### src/rtl/simon_round_controller.sv
// Simon Says round sequencer: plays a growing prefix of a latched 4-step pattern,
// then checks the player's presses against it and reports win or lose.
module simon_round_controller #(
  parameter int unsigned STEP_CYCLES    = 8,
  parameter int unsigned GAP_CYCLES     = 4,
  parameter int unsigned TIMEOUT_CYCLES = 64
) (
  input  logic       clock,
  input  logic       reset_n,
  input  logic       start,
  input  logic [7:0] sequence_word,
  input  logic       btn_valid,
  input  logic [1:0] btn_dir,
  output logic [1:0] arrow_dir,
  output logic       arrow_valid,
  output logic       expect_input,
  output logic [2:0] round,
  output logic       busy,
  output logic       win,
  output logic       lose
);

  localparam int unsigned MAX_A = (STEP_CYCLES > GAP_CYCLES) ? STEP_CYCLES : GAP_CYCLES;
  localparam int unsigned MAX_C = (MAX_A > TIMEOUT_CYCLES) ? MAX_A : TIMEOUT_CYCLES;
  localparam int unsigned CNT_W = $clog2(MAX_C + 1);

  localparam logic [CNT_W-1:0] STEP_LAST = CNT_W'(STEP_CYCLES - 1);
  localparam logic [CNT_W-1:0] GAP_LAST  = CNT_W'(GAP_CYCLES - 1);
  localparam logic [CNT_W-1:0] TO_LAST   = CNT_W'(TIMEOUT_CYCLES - 1);

  typedef enum logic [2:0] {
    IDLE, SHOW_ON, SHOW_GAP, WAIT_INPUT, WIN, LOSE
  } state_t;

  state_t           state;
  logic [7:0]       seq_q;
  logic [1:0]       step_idx;
  logic [CNT_W-1:0] cyc_cnt;
  logic             lead_q;

  // `sequence` is a reserved word, hence the sequence_word port name.
  function automatic logic [1:0] step_of(input logic [7:0] s, input logic [1:0] k);
    case (k)
      2'd0:    step_of = s[7:6];
      2'd1:    step_of = s[5:4];
      2'd2:    step_of = s[3:2];
      default: step_of = s[1:0];
    endcase
  endfunction

  // {arrow_valid, expect_input, busy, win, lose} for the state being entered
  function automatic logic [4:0] flags_for(input state_t s);
    case (s)
      SHOW_ON:    flags_for = 5'b10100;
      SHOW_GAP:   flags_for = 5'b00100;
      WAIT_INPUT: flags_for = 5'b01100;
      WIN:        flags_for = 5'b00010;
      LOSE:       flags_for = 5'b00001;
      default:    flags_for = 5'b00000;
    endcase
  endfunction

  logic [1:0] last_step;
  assign last_step = 2'(round - 3'd1);

  always_ff @(posedge clock or negedge reset_n) begin
    if (!reset_n) begin
      state    <= IDLE;
      seq_q    <= '0;
      step_idx <= '0;
      cyc_cnt  <= '0;
      lead_q   <= 1'b0;
      round    <= '0;
      arrow_dir <= '0;
      {arrow_valid, expect_input, busy, win, lose} <= '0;
    end else begin
      case (state)
        IDLE, WIN, LOSE: begin
          if (start) begin
            state     <= SHOW_ON;
            seq_q     <= sequence_word;
            round     <= 3'd1;
            step_idx  <= '0;
            cyc_cnt   <= '0;
            lead_q    <= 1'b0;
            arrow_dir <= step_of(sequence_word, 2'd0);
            {arrow_valid, expect_input, busy, win, lose} <= flags_for(SHOW_ON);
          end
        end

        SHOW_ON: begin
          if (cyc_cnt == STEP_LAST) begin
            state   <= SHOW_GAP;
            cyc_cnt <= '0;
            {arrow_valid, expect_input, busy, win, lose} <= flags_for(SHOW_GAP);
          end else begin
            cyc_cnt <= cyc_cnt + 1'b1;
          end
        end

        SHOW_GAP: begin
          if (cyc_cnt == GAP_LAST) begin
            cyc_cnt <= '0;
            // A lead gap precedes step 0 of a new round; otherwise a gap trails step_idx.
            if (lead_q) begin
              lead_q    <= 1'b0;
              state     <= SHOW_ON;
              arrow_dir <= step_of(seq_q, 2'd0);
              {arrow_valid, expect_input, busy, win, lose} <= flags_for(SHOW_ON);
            end else if (step_idx == last_step) begin
              state    <= WAIT_INPUT;
              step_idx <= '0;
              {arrow_valid, expect_input, busy, win, lose} <= flags_for(WAIT_INPUT);
            end else begin
              state     <= SHOW_ON;
              step_idx  <= step_idx + 1'b1;
              arrow_dir <= step_of(seq_q, step_idx + 1'b1);
              {arrow_valid, expect_input, busy, win, lose} <= flags_for(SHOW_ON);
            end
          end else begin
            cyc_cnt <= cyc_cnt + 1'b1;
          end
        end

        WAIT_INPUT: begin
          if (btn_valid) begin
            cyc_cnt <= '0;
            if (btn_dir != step_of(seq_q, step_idx)) begin
              state <= LOSE;
              {arrow_valid, expect_input, busy, win, lose} <= flags_for(LOSE);
            end else if (step_idx != last_step) begin
              step_idx <= step_idx + 1'b1;
            end else if (round == 3'd4) begin
              state <= WIN;
              {arrow_valid, expect_input, busy, win, lose} <= flags_for(WIN);
            end else begin
              state    <= SHOW_GAP;
              round    <= round + 3'd1;
              step_idx <= '0;
              lead_q   <= 1'b1;
              {arrow_valid, expect_input, busy, win, lose} <= flags_for(SHOW_GAP);
            end
          end else if (cyc_cnt == TO_LAST) begin
            state   <= LOSE;
            cyc_cnt <= '0;
            {arrow_valid, expect_input, busy, win, lose} <= flags_for(LOSE);
          end else begin
            cyc_cnt <= cyc_cnt + 1'b1;
          end
        end

        default: begin
          state <= IDLE;
          {arrow_valid, expect_input, busy, win, lose} <= flags_for(IDLE);
        end
      endcase
    end
  end

endmodule

### config.mk
export PLATFORM = sky130hd
export DESIGN_NAME = simon_round_controller
export DESIGN_NICKNAME = d
export VERILOG_FILES = /design/src/rtl/simon_round_controller.sv
export SDC_FILE = /design/constraint.sdc
export NUM_CORES = 1
export LEC_CHECK = 0
export ABC_AREA = 1
export CAP_MARGIN = 20
export CORE_MARGIN = 2
export CORE_UTILIZATION = 24
export CTS_BUF_LIST = sky130_fd_sc_hd__clkbuf_8
export DETAILED_ROUTE_END_ITERATION = 10
export REMOVE_ABC_BUFFERS = 1
export SLEW_MARGIN = 20
export SYNTH_ARGS = -nofsm -noshare
export SYNTH_HDL_FRONTEND = slang
export SYNTH_SLANG_ARGS = --single-unit
### constraint.sdc
create_clock -name clock -period 1.8 [get_ports clock]
set_input_delay 0.27 -clock clock [delete_from_list [all_inputs] [get_ports clock]]
set_output_delay 0.27 -clock clock [all_outputs]
set_load 0.005 [all_outputs]
# Word level (Yosys, flattened, before mapping)
# Index checks and enable logic that the tools add are counted.
# op_classes
reduce_logical,15
addsub,4
muxes,77
eq_ne,28
# ops
cell,count
$mux 3,12
$mux 7,5
$mux 2,16
$mux 1,31
$pmux 7 s4,1
$pmux 1 s4,5
$pmux 2 s3,3
$ne 2x2->1 const B,8
$reduce_and 7->1,2
$pmux 3 s4,1
$eq 3x3->1 const B,3
$ne 3x3->1 const B,3
$add 7x1->7 const B,1
$eq 7x2->1 const B,1
$eq 7x3->1 const B,1
$eq 7x6->1 const B,1
$eq 3x2->1 const B,2
$pmux 3 s2,1
$reduce_and 6->1,1
$reduce_and 5->1,1
$eq 2x1->1 const B,2
$eq 2x2->1 const B,2
$logic_not 2->1,2
$ne 2x2->1,2
15 further kinds,17
# totals
register_bits,31
elab_cells,136
in_bits,14
out_inout_bits,10

# Depth between registers and ports, before layout
# Gate-level depths: netlist of run 1.
# logic_depth
depth_word,8
ltp_mapped,15
depth_no_buf,15

# Worst setup path before layout of run 1
# No wires, ideal clock.
# synth_timing
kind,reg2reg
startpoint,reg round[0]
endpoint,reg state[2]
period_less_slack_ns,1.751
stages_incl_launch_ff,11
arrival_ns,1.677
setup_ns,0.074
path_slack_ns,0.049
cell_sequence,dfrtp_1 inv_1 ha_1 xor2_1 and2_1 nor2_1 nand4_1 nand3_4 buf_12 nand2_1 o21ai_2
# synth_via
elab_chain_len,6
word_cells_on_any_way,10
# synth_lines
element,line,text
from (decl),17,"output logic [2:0] round,"
from (signal assigned),138,round <= round + 3'd1;
$eq 3x3->1,133,end else if (round == 3'd4) begin
$mux 3,133,
$mux 3,131,end else if (step_idx != last_step) begin
$mux 3,128,"if (btn_dir != step_of(seq_q, step_idx)) begin"
$mux 3,126,if (btn_valid) begin
$pmux 3 s4,77,case (state)
to (signal assigned),80,state <= SHOW_ON;
to (signal assigned),129,state <= LOSE;
to (signal assigned),134,state <= WIN;
to (decl),35,state_t state;
# Several ways; a longest one is shown, not always the timed one. The select of a mux whose other input is x is not followed.
# A chain may end at the register's enable or synchronous reset.

# Worst setup path after layout of run 1
# layout_timing
startpoint,reg step_idx[1]
endpoint,reg lose
# layout_via
elab_chain_len,8
word_cells_on_any_way,13
# layout_lines
element,line,text
from (decl),37,logic [1:0] step_idx;
from (signal assigned),116,step_idx <= step_idx + 1'b1;
from (signal assigned),132,step_idx <= step_idx + 1'b1;
$eq 2x2->1 (tied with other cells),43,case (k)
$pmux 2 s3,43,
$mux 2,126,
$mux 2,77,
$ne 2x2->1,128,
$mux 1,128,
$mux 1,126,
$pmux 1 s4,77,
to (signal assigned),87,"{arrow_valid, expect_input, busy, win, lose} <= flags_for(SHOW_ON);"
to (signal assigned),130,"{arrow_valid, expect_input, busy, win, lose} <= flags_for(LOSE);"
to (signal assigned),135,"{arrow_valid, expect_input, busy, win, lose} <= flags_for(WIN);"
to (decl),20,output logic lose
# Several ways; a longest one is shown, not always the timed one. The select of a mux whose other input is x is not followed.

==> results of run 1 <==
## placed cells by master (no fill, tap or decap), types with 2 or more instances in the layout
cell,instances
a21oi_1,6
a31oi_1,2
buf_4,23
buf_6,4
clkbuf_8,5
clkdlybuf4s50_1,23
dfrtp_1,29
dfrtp_2,2
ha_1,3
ha_4,6
inv_1,22
inv_2,12
inv_4,4
mux2_2,6
nand2_1,55
nand2_2,19
nand2_4,2
nand3_1,12
nand3_2,4
nand4_1,6
nor2_1,20
nor2_4,3
nor3_1,2
o21ai_0,11
o21ai_2,5
o22ai_1,5
or2_4,2
xor2_1,4
## Yosys cell counts
master,n
nand3_1,13
nand4_1,6
o21ai_0,11
nand3b_1,1
nor3_1,3
nand3_4,1
buf_12,1
nand2_2,5
or2_4,1
nand3_2,3
o21a_1,1
a22o_1,1
nor2_4,2
a31oi_1,2
dfrtp_1,31
mux2_2,6
o21bai_1,1
xnor2_1,1
a22oi_1,1
or2_2,2
xor2_1,4
o21ai_2,5
nor2_1,21
ha_1,9
o22ai_1,5
nor3b_2,1
nand2_4,1
inv_2,7
inv_1,29
nand2_1,70
a21oi_1,7
and2_1,1
nor2_2,1
## per-layer routing
metal / vias up / track usage, % / wire length (um)
met4: 0 / 2.90 / 36
met3: 7 / 3.32 / 238
li1: 933 / - / -
met2: 31 / 17.7 / 2190
met1: 860 / 14.1 / 2330
met5: - / 0 / 0
## worst max path at each step
stage	start	to	slack, ns	cells after the start
6_report	step_idx[1]	lose	0.005	12
5_1_grt	step_idx[1]	win	-0.14	12
4_1_cts	step_idx[1]	state[2]	0.001	14
3_5_place_dp	cyc_cnt[1]	state[2]	-0.009	13
3_3_place_gp	round[1]	arrow_dir[0]	0.01	11
2_1_floorplan	round[0]	state[0]	0.01	10
## metrics by stage
stage               total power [mW]  TNS [ns]  utilization (%)
floorplan                       2.81         0                -
finish                          4.86         0             34.5
global route                    5.31     -1.44             34.5
detailed placement              3.73   -0.0132             30.2
CTS                             4.30         0             31.4
global placement                3.69         0             30.2
## worst max-delay path, cell delays in order (launching register included)
cell and delay (ns):
dfrtp_2 0.48, ha_4 0.20, buf_6 0.12, a21oi_2 0.10, nand2_1 0.08, nand3_2 0.07, nand2_2 0.05, inv_2 0.06
nand4_1 0.16, nand3_4 0.18, buf_6 0.14, nand2_2 0.05, o21ai_2 0.04
## logic make-up after synthesis
group           Yosys count  share of synthesized area, %
simple gates            132                          31.4
flops                    31                          39.0
buf+inv                  37                          7.80
xor+xnor                  5                          2.20
compound gates           34                          10.5
fa+ha+maj                 9                          5.66
mux                       6                          3.40
## timing repair
action / in CTS / in global routing
hold endpoints to repair: 0 / 0
gates resized for setup: 3 / 54
pin swaps: 0 / 19
endpoints found under the setup margin: 9 / 19
buffers inserted: 1 / 9
## power by group through the flow
stage / registers (mW) / logic [mW] / clock network (mW)
6_report: 1.28 / 3.07 / 0.511
4_1_cts: 1.22 / 2.55 / 0.531
5_1_grt: 1.31 / 3.43 / 0.566
3_3_place_gp: 1.22 / 2.47 / 0
3_5_place_dp: 1.23 / 2.51 / 0
2_1_floorplan: 1.20 / 1.61 / 0
## state kept, by name, summed over array words and instances, names as in the netlist
| signal | flops |
|---|---|
| lose | 1 |
| state | 3 |
| step_idx | 2 |
| expect_input | 1 |
| cyc_cnt | 7 |
| round | 3 |
| arrow_valid | 1 |
| busy | 1 |
| arrow_dir | 2 |
| win | 1 |
| seq_q | 8 |
| lead_q | 1 |
## area by class of cell
type	instances	share of cell area (%)
multi-input cells	186	43.5
flip-flops and latches	31	27.8
repair buffers	50	16.0
inverters	36	5.18
well taps	105	4.69
clock buffers	5	2.46
clock inverters	3	0.446
==> run summary, run 1 <==
Core Region: 0.00813 mm2
Max Clock Freq: 557 MHz
Port-buffer cells: 23
Slew @ Worst Pin: 0.420 ns
Final non-filler cell total: 416
Syn Inst Count: 254
Status: completed
Total CTS buffers: 5
Via density: 4.40
Yosys top cell by area: dfrtp_1
Row count: 33
I/O pin total: 24
Largest net degree at the start of global routing: 32
Largest cells by area after synthesis: dfrtp_1 (39%), nand2_1 (13%), ha_1 (5.7%)
First-pass detailed-route iteration total: 4
RSZ-0062 raised after global routing: yes
Overall Global Routing Usage: 10.9%
Power Dens Cells: 1740 mW/mm2
Place WS: -0.00940 ns
Layout area overhead: 40.9%
Endpoint class of the critical path: flop
Register share of total power: 26.3%
Post-route ant nets: 0
Filler Cells Inserted: 846
Comb power frac: 63.2%
Switching share of power: 44.5%
Slew HR: 71.9%
Placed Instances: 398
Switching power: 2.16 mW
DIE AREA: 0.00903 mm2
WP data arrival: 2.00 ns
Placer Congestion: 0.850
Clock-pin slew on the worst setup and hold paths: 0.07 ns
Post-CTS Hold Fix Bufs: 0
Vias in the first global route: 1784
Global route overflow: 0
Final design area excluding fillers: 0.00280 mm2
Int Pwr: 2.70 mW
Insertion delay to the later sink of the worst-skew pair: 0.28 ns
Initial antenna violation count: 0
Syn avg cell area: 7.83 um2
Post-layout minimum cycle time: 1.79 ns
First-pass GRT wire length: 7820 um
Peak VDD IR: 0.528 mV
Post-DP Area: 0.00246 mm2
DIE WIDTH: 95.0 um
Number of remaining DRC errors: 0
Via Count: 1831
Syn Std Cell Area: 0.00199 mm2
Seq/Total Area, Yosys: 39.0%
Launching point of the worst reg2reg path: step_idx[1]
Multi-input logic area: 0.00122 mm2
Initial Util: 24.5%
# diodes: 0
Clk sinks: 31
Final setup fails: 0
Yosys cell types: 33
YS warnings: 0
Pins Over Slew Limit: 0
HPWL Detailed: 3490 um
Clock Tree Buf Depth: 2
CTS tree: yes
Setup ws final: 0.00540 ns
Seq cells post-synth: 31
Layout cell share with drive strength beyond 1: 34.1%
Die extent in y: 95.0 um
WHS: 0.390 ns
R2r setup slk: 0.005 ns
Critical R2R Capture: lose
CP Data Required Time: 2.01 ns
Final Hold Viols: 0
Leakage: 1.28 nW
CTS H-tree depth: 2
CP Class: flop to flop
Initial DRC count: 55
Crit start category: flop
Final period util: 99.7%
Min-Delay Path Class: primary input to asynchronous set/reset pin
Layout Nets: 333
Yosys top cell area share: 39.0%
R2R depth: 12
Critical-path maximum fanout: 5
Per-cell routed wire length: 11.5 um
Clock Tree Root: clkbuf_8
DRT Wirelength: 4790 um
Register area: 778 um2
Clk pwr share: 10.5%
Max-capacitance violation count: 0
Clk_skew: 0.00793 ns
Power figures use the tool's default switching activity.
==> run 2, diff against run 1 <==
Settings changed: CORE_MARGIN 2 to 4, DONT_BUFFER_PORTS set to 1.
==> run summary, run 2 (synthesis gave the netlist of run 1 again) <==
Clock Tree Buf Depth: 2 (unchanged)
Most frequent CP cell: nand2_1
Max stage delay on crit path: 0.49 ns (about the same)
Via density: 4.39 (-0.16%)
CP Data Required Time: 1.97 ns (-0.04 ns)
Die extent in y: 99.0 um (+4.2%)
Crit start category: flop
Post-layout minimum cycle time: 1.86 ns (+0.0619 ns)
Slew @ Worst Pin: 0.416 ns (-0.00375 ns)
Reg with most FFs: seq_q
Family with the most delay on the worst path: simple AND/OR/NAND/NOR gates
DIE AREA: 0.00981 mm2 (+8.6%)
CP max stage cell: dfrtp_2
Total CTS buffers: 5 (unchanged)
Largest net degree at the start of global routing: 32 (unchanged)
RSZ-0062 raised after global routing: yes
Initial DRC count: 41 (-25%)
Initial antenna violation count: 0 (unchanged)
Setup ws final: -0.0565 ns (-0.0619 ns)
Final design area excluding fillers: 0.00264 mm2 (-5.9%)
Final non-filler cell total: 393 (-5.5%)
WP buf/inv: 4 (+1)
CTS H-tree depth: 2 (unchanged)
Global route overflow: 0 (unchanged)
DRT Wirelength: 4900 um (+2.3%)
Clock-pin slew on the worst setup and hold paths: 0.07 ns (about the same)
Slew HR: 72.2% (+0.25 points)
R2r setup slk: -0.06 ns (-0.06 ns)
Max Clock Freq: 539 MHz (-3.3%)
Row count: 32 (-3.0%)
Commonest non-fill, non-tap cell in the layout: nand2_1
Place WS: -0.0921 ns (-0.0827 ns)
Critical-path maximum fanout: 8 (+3)
Vias in the first global route: 1709 (-4.2%)
Violated checks: setup timing
Power Dens Cells: 1780 mW/mm2 (+2.5%)
Commonest non-fill, non-tap cells in the layout: nand2_1 (57), dfrtp_1 (29), buf_4 (27), inv_1 (24), nor2_1 (20)
Endpoint class of the critical path: flop
Post-DP Area: 0.00224 mm2 (-8.7%)
Insertion delay to the later sink of the worst-skew pair: 0.28 ns (about the same)
Layout cell share with drive strength beyond 1: 36.1% (+2.0 points)
First-pass detailed-route iteration total: 4 (unchanged)
Biggest regs: seq_q x8, cyc_cnt x7
HPWL Detailed: 3630 um (+4.2%)
Leakage: 1.25 nW (-2.1%)
First-pass GRT wire length: 7930 um (+1.3%)
Via Count: 1727 (-5.7%)
Clk_skew: 0.00676 ns (-0.00117 ns)
Pins Over Slew Limit: 0 (unchanged)
I/O pin total: 24 (unchanged)
Per-cell routed wire length: 12.5 um (+8.3%)
Final period util: 103% (+3.4 points)
Layout area overhead: 32.5%
Post-route ant nets: 0 (unchanged)
Clk sinks: 31 (unchanged)
# diodes: 0 (unchanged)
Overall Global Routing Usage: 9.92% (-0.99 points)
Peak VDD IR: 0.489 mV (-7.4%)
Clock Tree Root: clkbuf_8
WP data arrival: 2.03 ns (+0.03 ns)
CP Class: flop to flop
Placer Congestion: 0.863 (+1.5%)
Final setup fails: 7 (+7)
Placed Instances: 373 (-6.3%)
Status: complete, but fails checks
Layout Nets: 315 (-5.4%)
DIE WIDTH: 99.0 um (+4.2%)
Cell chain of the critical path: ha_4, buf_4, buf_4, nand2_1, nand3_1, nand2_1, inv_2, nand4_1, nand3_4, buf_12, nand2_1, nand2_1
Min-Delay Path Class: primary input to flop
Number of remaining DRC errors: 0 (unchanged)
Max-capacitance violation count: 0 (unchanged)
Initial Util: 25.2% (+0.76 points)
Core Region: 0.00789 mm2 (-3.0%)
Final Hold Viols: 0 (unchanged)
Flip-flop count of the largest register, all copies and words added: 8 (unchanged)
Port-buffer cells: 0 (-100%)
CTS tree: yes
run 2: where the power goes:
group	switching, mW	internal [mW]
registers	0.326	0.981
clock network	0.247	0.252
logic	1.55	1.33
total	2.12	2.56
run 2: repair_timing:
item	4_1_cts	5_1_grt
endpoints found under the hold margin	31	0
resized for setup	9	47
pin swaps	3	16
hold buffers	2	0
buffers inserted	6	6
setup endpoints to repair	14	20
run 2: path summary, 6_finish.rpt:
| path | startpoint | endpoint | depth (start not counted) |
|---|---|---|---|
| setup / recovery | step_idx[1] | arrow_valid | 12 |
| hold / removal | sequence_word[3] | seq_q[3] | 1 |
| setup reg to reg | step_idx[1] | arrow_valid | 12 |
| hold reg to reg | arrow_dir[1] | arrow_dir[1] | 2 |
| max in group asynchronous | reset_n | step_idx[0] | 2 |
| min in group asynchronous | reset_n | seq_q[3] | 2 |
run 2: worst reg2reg max path, delay by kind of cell, from the launching register on:
kind | cells | cell delay, ns
adders and majority gates | 1 | 0.19
buffers and inverters | 4 | 0.49
DFF | 1 | 0.49
and+or+nand+nor | 7 | 0.57
run 2: area by class of cell:
type,instances,area (um2)
clock buffer,5,68.8
clock inverter,1,3.75
fill,789,5250
inverter,36,143
multi-input combinational,186,1240
sequential,31,778
tap,102,128
timing repair buffer,32,275
run 2: per-layer routing:
layer  part of all wire (%)  GRT usage, %  vias to the layer above
li1                       -             -                      893
met2                     49          16.1                       33
met3                    6.2          3.68                       11
met4                    2.7          4.31                        0
met1                     42          11.7                      790
met5                      0             0                        -
run 2: through the flow:
stage | power, mW | setup TNS, ns | hold slack, ns | util (%)
floorplan | 2.81 | 0 | -0.0256 | -
global placement | 3.56 | -0.274 | -0.0248 | 28.5
detailed placement | 3.61 | -0.630 | -0.0247 | 28.5
CTS | 4.29 | -0.0351 | 0.122 | 30.6
global route | 5.14 | -1.34 | 0.120 | 33.4
finish | 4.69 | -0.296 | 0.133 | 33.4
==> run 3, diff against run 2 <==
Settings changed: SKIP_CTS_REPAIR_TIMING set to 1.
==> run summary, run 3 (synthesis gave the netlist of run 1 again) <==
Status: complete, but fails checks
Violated checks: setup timing
Final non-filler cell total: 391 (-0.51%)
WP data arrival: 1.99 ns (-0.04 ns)
DRT Wirelength: 4880 um (-0.47%)
Via density: 4.47 (+1.8%)
Max-capacitance violation count: 0 (unchanged)
Setup TNS: -0.0404 ns (+0.256 ns)
Number of remaining DRC errors: 0 (unchanged)
Final Hold Viols: 0 (unchanged)
R2R depth: 10 (-2)
DIE AREA: 0.00981 mm2 (unchanged)
Clock-pin slew on the worst setup and hold paths: 0.06 ns (about the same)
Final setup fails: 5 (-2)
Initial DRC count: 59 (+44%)
Crit start category: flop
# diodes: 0 (unchanged)
Leakage: 1.27 nW (+1.6%)
Placed Instances: 373 (unchanged)
RSZ-0062 raised after global routing: yes
Commonest non-fill, non-tap cells in the layout: nand2_1 (53), dfrtp_1 (28), buf_4 (26), inv_1 (24), nor2_1 (20)
Post-layout minimum cycle time: 1.82 ns (-0.0409 ns)
Row count: 32 (unchanged)
Reg with most FFs: seq_q
Max Clock Freq: 551 MHz (+2.3%)
Layout cell share with drive strength beyond 1: 37.7% (+1.6 points)
Initial Util: 25.2% (unchanged)
Largest net degree at the start of global routing: 32 (unchanged)
Slew @ Worst Pin: 0.401 ns (-0.0152 ns)
Final period util: 101% (-2.3 points)
CP Class: flop to flop
Via Count: 1749 (+1.3%)
Overall Global Routing Usage: 9.76% (-0.16 points)
I/O pin total: 24 (unchanged)
Clock Tree Root: clkbuf_8
Per-cell routed wire length: 12.5 um (about the same)
Die extent in y: 99.0 um (unchanged)
First-pass GRT wire length: 7790 um (-1.7%)
Post-DP Area: 0.00224 mm2 (unchanged)
Clk_skew: 0.00663 ns (-0.000130 ns)
Post-route ant nets: 0 (unchanged)
Core Region: 0.00789 mm2 (unchanged)
Port-buffer cells: 0 (unchanged)
Clock Tree Buf Depth: 2 (unchanged)
Slew HR: 73.2% (+1.0 points)
Power Dens Cells: 1800 mW/mm2 (+1.5%)
DIE WIDTH: 99.0 um (unchanged)
Initial antenna violation count: 0 (unchanged)
CTS tree: yes
Critical-path maximum fanout: 8 (unchanged)
Peak VDD IR: 0.501 mV (+2.4%)
Min-Delay Path Class: primary input to flop
CTS H-tree depth: 2 (unchanged)
Layout area overhead: 34.1%
Flip-flop count of the largest register, all copies and words added: 8 (unchanged)
Core Util, Final: 33.8% (+0.40 points)
Worst hold path depth: 1 (unchanged)
Global route overflow: 0 (unchanged)
CP Data Required Time: 1.97 ns (about the same)
Layout Nets: 313 (-0.63%)
Endpoint class of the critical path: flop
Setup ws final: -0.0156 ns (+0.0409 ns)
Clk sinks: 31 (unchanged)
First-pass detailed-route iteration total: 4 (unchanged)
Placer Congestion: 0.863 (unchanged)
Vias in the first global route: 1658 (-3.0%)
Biggest regs: seq_q x8, cyc_cnt x7
HPWL Detailed: 3630 um (unchanged)
Commonest non-fill, non-tap cell in the layout: nand2_1
Insertion delay to the later sink of the worst-skew pair: 0.28 ns (about the same)
Pins Over Slew Limit: 0 (unchanged)
Final design area excluding fillers: 0.00267 mm2 (+1.2%)
Total CTS buffers: 5 (unchanged)
-- run 3: changes by cell type in the layout (fill, tap and decap cells not counted), sizes merged --
cell  delta
buf      -2
-- run 3: power by group --
| group | switching, mW | internal [mW] | leakage [nW] |
|---|---|---|---|
| clock network | 0.245 | 0.252 | 0.0413 |
| logic | 1.61 | 1.38 | 0.837 |
| registers | 0.336 | 0.984 | 0.391 |
| total | 2.20 | 2.62 | 1.27 |
-- run 3: metal layers --
layer | track usage (%) | wire, um
met5 | 0 | 0
met4 | 4.20 | 84
met3 | 3.68 | 308
met2 | 15.5 | 2440
met1 | 11.7 | 2050
-- run 3: worst paths after layout --
check | start | to | slack, ns
worst max-delay path | step_idx[1] | arrow_valid | -0.02
worst min-delay path | sequence_word[4] | seq_q[4] | 0.14
worst max register to register | step_idx[1] | arrow_valid | -0.02
worst min register to register | arrow_valid | arrow_valid | 0.52
max in group asynchronous | reset_n | state[0] | 1.20
min in group asynchronous | reset_n | seq_q[0] | 0.42
-- run 3: cell type report --
cell class | instances | area (um2)
Clock buffer | 5 | 68.8
Clock inverter | 1 | 3.75
Fill cell | 792 | 5220
Inverter | 36 | 143
Multi-Input combinational cell | 186 | 1280
Sequential cell | 31 | 779
Tap cell | 102 | 128
Timing Repair Buffer | 30 | 265
-- run 3: through the flow --
stage	power (mW)	worst slack, ns	hold WS (ns)
3_3_place_gp	3.56	-0.0587	-0.0248
5_1_grt	5.26	-0.101	0.122
4_1_cts	4.12	-0.119	-0.336
6_report	4.81	-0.0156	0.137
2_1_floorplan	2.81	0.0102	-0.0256
3_5_place_dp	3.61	-0.0921	-0.0247
-- run 3: critical path, cell delays in order (launching register included) --
cell and delay (ns):
dfrtp_2 0.48, ha_4 0.18, inv_2 0.04, or2_2 0.26, nand3_1 0.09, nand2_2 0.08
nand4_1 0.17, nand3_4 0.13, buf_12 0.17, nand2_1 0.05, nand2_1 0.05
==> RTL edit 1, RTL diff (settings of run 2) <==
Put a register stage on the output `arrow_valid`, without a reset. The value now appears one clock later. The other outputs are not delayed to match.
--- a/src/rtl/simon_round_controller.sv
+++ b/src/rtl/simon_round_controller.sv
@@ -33,2 +33,4 @@
   } state_t;
+
+  logic arrow_valid_d;
 
@@ -74,3 +76,3 @@
       arrow_dir <= '0;
-      {arrow_valid, expect_input, busy, win, lose} <= '0;
+      {arrow_valid_d, expect_input, busy, win, lose} <= '0;
     end else begin
@@ -86,3 +88,3 @@
             arrow_dir <= step_of(sequence_word, 2'd0);
-            {arrow_valid, expect_input, busy, win, lose} <= flags_for(SHOW_ON);
+            {arrow_valid_d, expect_input, busy, win, lose} <= flags_for(SHOW_ON);
           end
@@ -94,3 +96,3 @@
             cyc_cnt <= '0;
-            {arrow_valid, expect_input, busy, win, lose} <= flags_for(SHOW_GAP);
+            {arrow_valid_d, expect_input, busy, win, lose} <= flags_for(SHOW_GAP);
           end else begin
@@ -108,3 +110,3 @@
               arrow_dir <= step_of(seq_q, 2'd0);
-              {arrow_valid, expect_input, busy, win, lose} <= flags_for(SHOW_ON);
+              {arrow_valid_d, expect_input, busy, win, lose} <= flags_for(SHOW_ON);
             end else if (step_idx == last_step) begin
@@ -112,3 +114,3 @@
               step_idx <= '0;
-              {arrow_valid, expect_input, busy, win, lose} <= flags_for(WAIT_INPUT);
+              {arrow_valid_d, expect_input, busy, win, lose} <= flags_for(WAIT_INPUT);
             end else begin
@@ -117,3 +119,3 @@
               arrow_dir <= step_of(seq_q, step_idx + 1'b1);
-              {arrow_valid, expect_input, busy, win, lose} <= flags_for(SHOW_ON);
+              {arrow_valid_d, expect_input, busy, win, lose} <= flags_for(SHOW_ON);
             end
@@ -129,3 +131,3 @@
               state <= LOSE;
-              {arrow_valid, expect_input, busy, win, lose} <= flags_for(LOSE);
+              {arrow_valid_d, expect_input, busy, win, lose} <= flags_for(LOSE);
             end else if (step_idx != last_step) begin
@@ -134,3 +136,3 @@
               state <= WIN;
-              {arrow_valid, expect_input, busy, win, lose} <= flags_for(WIN);
+              {arrow_valid_d, expect_input, busy, win, lose} <= flags_for(WIN);
             end else begin
@@ -140,3 +142,3 @@
               lead_q   <= 1'b1;
-              {arrow_valid, expect_input, busy, win, lose} <= flags_for(SHOW_GAP);
+              {arrow_valid_d, expect_input, busy, win, lose} <= flags_for(SHOW_GAP);
             end
@@ -145,3 +147,3 @@
             cyc_cnt <= '0;
-            {arrow_valid, expect_input, busy, win, lose} <= flags_for(LOSE);
+            {arrow_valid_d, expect_input, busy, win, lose} <= flags_for(LOSE);
           end else begin
@@ -153,3 +155,3 @@
           state <= IDLE;
-          {arrow_valid, expect_input, busy, win, lose} <= flags_for(IDLE);
+          {arrow_valid_d, expect_input, busy, win, lose} <= flags_for(IDLE);
         end
@@ -159,2 +161,6 @@
 
+  always_ff @(posedge clock) begin
+    arrow_valid <= arrow_valid_d;
+  end
+
 endmodule
Formal check against the unedited RTL: not equivalent (a bounded check fails within 4 cycles, from zero or initial values and one cycle with reset_n low).
==> RTL edit 1 against run 2 <==
Largest power group unchanged. The flow still finishes with violations (negative setup slack). Routed wire length up 4.1%. Critical path type unchanged. Worst setup slack better by 0.042 ns. Global-route usage up 0.42 points. Sequential cell count up 1. Power down 2.2%. Synthesized cell count up 0.79%. Design area up 1.0%. Fmax up 2.3%. Via count up 4.5%. Synthesized area down 1.0%.
==> RTL edit 1: results (changes against run 2) <==
Synth
  – Most instantiated cells after synthesis: nand2_1, inv_1, dfrtp_1
  – Largest cells by area after synthesis: dfrtp_1, nand2_1, inv_1, ha_1, nand3_1
  – Top_reg_cell synth: dfrtp_1
  – Async SR Flop Fraction: 0.969 (-0.0313)
  – Mapped Cells: 256 (+0.79%)
  – Synth warn: 0 (unchanged)
  – Yosys cell types: 30 (-9.1%)
  – Sequential-to-total area share from yosys stat: 0.404 (+0.0141)

Global route
  – First-pass GRT wire length: 8.07 mm (+1.7%)
  – Vias in the first global route: 1697 (-0.70%)
  – GR Util All Layers: 0.103 (+0.00420)
  – Largest net degree at the start of global routing: 32 (unchanged)

STA
  – Min Hold Slack: 0.127 ns (-0.00662 ns)
  – Setup TNS: -0.0238 ns (+0.272 ns)
  – Setup Viol. Count Final: 4 (-3)
  – Pin slew with the least headroom to its limit: 0.447 ns (+0.0307 ns)
  – Clock skew: 0.00588 ns (-0.000876 ns)
  – Final worst-path setup slack: -0.0144 ns (+0.0421 ns)

Worst setup path
  – Crit path capture: lose
  – Slowest stage delay, CP: 0.46 ns (-0.03 ns)
  – Reg-to-reg critical path startpoint: step_idx[0]
  – CP Max Fanout: 6 (-2)
  – Reg2reg path depth: 11 (-1)
  – Crit path DAT: 2.03 ns (about the same)
  – CP delay by family, top: simple AND/OR/NAND/NOR gates

Power
  – Leak pwr: 1.25 nW (-0.20%)
  – VDD IR max: 0.000493 V (+0.78%)

Placement
  – Post-Place Cell Area: 0.00220 mm2 (-2.1%)
  – Setup WS pre-CTS: -0.194 ns (-0.102 ns)
  – GPL Wtd Cong: 0.831 (-3.7%)
  – Post-DP HPWL: 3.59 mm (-1.3%)
  – Cells after DPL: 372 (-0.27%)

Layout
  – Post-route cell area: 0.00266 mm2 (+1.0%)
  – ANT cells: 0 (unchanged)
  – Fillers: 845 (+7.1%)
  – Fin nets: 316 (+0.32%)
  – Layout cells sized above 1: 0.327 (-0.0343)

Detailed routing
  – Routed WL per cell: 12.9 um (+3.3%)
  – First-pass DRT Iterations: 4 (unchanged)
  – Routed WL: 5.10 mm (+4.1%)
  – Drt initial violations: 74 (+80%)
  – Vias after detailed routing: 1805 (+4.5%)

Hold path
  – Worst hold path type: input pin to flop
  – Hold Startpoint: sequence_word[1]
  – Endpoint, Worst Hold: seq_q[1]

Clock network
  – Clock-pin slew on the worst setup and hold paths: 0.07 ns (about the same)
  – CTS Buf Count: 5 (unchanged)

Run status
  – Failing checks: negative setup slack
  – Run status: finished, violations left
## RTL edit 1: cell types whose count changed in the layout (fill, tap and decap cells not counted), sizes merged, moves of 2 or more
cell / delta
inv: -2
nand2: +3
buf: -2
clkbuf: +2
nand3: +3
## RTL edit 1: power breakdown
group	switching (mW)	leakage, nW	total [mW]	internal, mW
Combinational	1.48	0.779	2.54	1.06
Clock	0.271	0.0645	0.759	0.488
Sequential	0.285	0.403	1.28	0.998
## RTL edit 1: cell type report
class	instances	share of cell area
Multi-Input combinational cell	189	0.460
Sequential cell	32	0.300
Timing Repair Buffer	30	0.0945
Inverter	35	0.0503
Tap cell	102	0.0479
Clock buffer	7	0.0362
Clock inverter	1	0.0113
## RTL edit 1: timing repair
| action | in CTS | in global routing |
|---|---|---|
| pin swaps | 5 | 22 |
| hold endpoints to repair | 31 | 0 |
| setup endpoints to repair | 13 | 17 |
| buffers inserted | 3 | 10 |
| resized for setup | 9 | 45 |
| hold buffers | 2 | 0 |
| gates cloned | 1 | 0 |
## RTL edit 1: cell families (layout without fill, tap and decap cells)
group | after synthesis | in the layout | synth area share
adder cells (fa/ha/maj) | 9 | 9 | 0.0572
multiplexers | 6 | 6 | 0.0343
AND/OR/NAND/NOR | 137 | 138 | 0.320
buffers and inverters | 36 | 73 | 0.0724
XOR/XNOR | 5 | 5 | 0.0222
AO/OA/AOI/OAI | 31 | 31 | 0.0902
flip-flops | 32 | 32 | 0.404
## RTL edit 1: routing by layer
layer	track usage	routed length, um	up-vias
met1	0.133	2240	833
met4	0.0452	79	0
met3	0.0453	483	11
met5	0	0	-
met2	0.150	2300	52
li1	-	-	909
==> RTL edit 2, RTL diff (config.mk and constraints of run 2) <==
Without the edit above. Set the parameter `STEP_CYCLES` to 4 (it was 8).
--- a/src/rtl/simon_round_controller.sv
+++ b/src/rtl/simon_round_controller.sv
@@ -3,3 +3,3 @@
 module simon_round_controller #(
-  parameter int unsigned STEP_CYCLES    = 8,
+  parameter int unsigned STEP_CYCLES    = 4,
   parameter int unsigned GAP_CYCLES     = 4,
Function: changed (a bounded check fails within 10 cycles, from zero or initial values and one cycle with reset_n low).
==> RTL edit 2 against run 2 <==
The run still ends with negative setup slack left. Sequential cell count unchanged. Final cell count down 1.3%. Worst setup slack better by 0.047 ns. Sequential power down 5%. Critical path depth unchanged. Synthesized area down 0.19%. Routed wire length up 3.3%. Clock power up 5.8%. Design area down 3.4%. Power down 8.3%. Largest cell class unchanged. Largest power group unchanged.
==> RTL edit 2: results (changes against run 2) <==
Run status
  – Run status: finished, violations left
  – Failing checks: negative setup slack

Placement
  – Setup WS pre-CTS: -0.0315 ns (+0.0606 ns)
  – Post-DP HPWL: 3.56 mm (-2.1%)
  – GPL Wtd Cong: 0.833 (-3.4%)

Power
  – Leak pwr: 1.23 nW (-1.5%)
  – VDD IR max: 0.000464 V (-5.0%)

Synth
  – Yosys cell types: 30 (-9.1%)
  – Most instantiated cells after synthesis: nand2_1, inv_1, dfrtp_1
  – Sequential-to-total area share from yosys stat: 0.391 (+0.000737)
  – Synth warn: 0 (unchanged)

Layout
  – Fillers: 842 (+6.7%)
  – Layout cells sized above 1: 0.325 (-0.0356)
  – Area grow syn2layout: 28.3%
  – Fin nets: 308 (-2.2%)

Global route
  – GR Util All Layers: 0.103 (+0.00329)
  – First-pass GRT wire length: 8.09 mm (+2.0%)
  – Vias in the first global route: 1729 (+1.2%)

STA
  – Final worst-path setup slack: -0.00933 ns (+0.0472 ns)
  – Clock skew: 0.00937 ns (+0.00261 ns)
  – Pin slew with the least headroom to its limit: 0.316 ns (-0.0999 ns)
  – Setup Viol. Count Final: 3 (-4)

Detailed routing
  – Vias per Instance: 4.53 (+3.1%)
  – Routed WL: 5.06 mm (+3.3%)

Worst setup path
  – CP Max Fanout: 5 (-3)
RTL edit 2: changes by cell type after synthesis, moves of 2 or more:
cell | run 2 | this run
a21oi_1 | 7 | 10
inv_1 | 29 | 32
nand2_1 | 70 | 77
nand3_2 | 3 | 1
nor2_1 | 21 | 19
nor3_2 | 0 | 2
o21ai_0 | 11 | 7
o22ai_1 | 5 | 0
RTL edit 2: kinds of logic after synthesis:
kind of cell	after synthesis	share of synthesized area
XOR/XNOR	5	0.0221
AND/OR/NAND/NOR	140	0.335
adder cells (fa/ha/maj)	9	0.0567
flip-flops	31	0.391
buffers and inverters	40	0.0794
AO/OA/AOI/OAI	25	0.0769
multiplexers	7	0.0397
RTL edit 2: area by class of cell:
cell class,instances,share of cell area
sequential,31,0.306
inverter,39,0.0594
timing repair buffer,22,0.0825
tap,102,0.0501
clock inverter,3,0.00491
multi-input combinational,186,0.471
clock buffer,5,0.0270
RTL edit 2: power breakdown:
part           internal [mW]  switching, mW  leakage [nW]  total [mW]
logic                   1.12           1.40         0.793        2.52
registers              0.963          0.292         0.387        1.25
clock network          0.260          0.269        0.0505       0.528
total                   2.34           1.96          1.23        4.30
RTL edit 2: through the flow:
stage | setup TNS (ns) | cells | hold WS, ns | total power [mW]
floorplan | -0.0941 | 256 | -0.0256 | 2.64
global placement | -0.00183 | 368 | -0.0243 | 3.21
detailed placement | -0.0917 | 368 | -0.0243 | 3.26
CTS | 0 | 378 | 0.123 | 3.84
global route | -1.59 | 388 | 0.121 | 4.73
finish | -0.0133 | 388 | 0.126 | 4.30
RTL edit 2: metal layers:
| metal | wire [um] | up-vias | GRT usage |
|---|---|---|---|
| met4 | 56 | 0 | 0.0284 |
| met3 | 363 | 7 | 0.0361 |
| met5 | 0 | - | 0 |
| met1 | 2230 | 844 | 0.135 |
| met2 | 2420 | 26 | 0.160 |
| li1 | - | 881 | - |
RTL edit 2: path summary, 6_finish.rpt:
path,depth (start not counted),end,slack (ns),startpoint
hold / removal,1,seq_q[2],0.13,sequence_word[2]
hold reg to reg,2,expect_input,0.52,expect_input
min in group asynchronous,2,seq_q[5],0.42,reset_n
setup reg to reg,12,arrow_valid,-0.009,step_idx[1]
max in group asynchronous,2,step_idx[0],1.19,reset_n
setup / recovery,12,arrow_valid,-0.009,step_idx[1]
RTL edit 2: repair_timing:
action | CTS | global route
setup endpoints to repair | 4 | 18
hold buffers | 2 | 0
gates cloned | 0 | 1
hold endpoints to repair | 31 | 0
resized for setup | 5 | 37
setup buffers | 0 | 9
pin swaps | 0 | 19
RTL edit 2: worst register-to-register path: cells and delay by family, from the launching register on:
family,cells,cell delay (ns)
fa+ha+maj,1,0.16
buf+inv,2,0.29
flops,1,0.48
simple gates,9,0.77
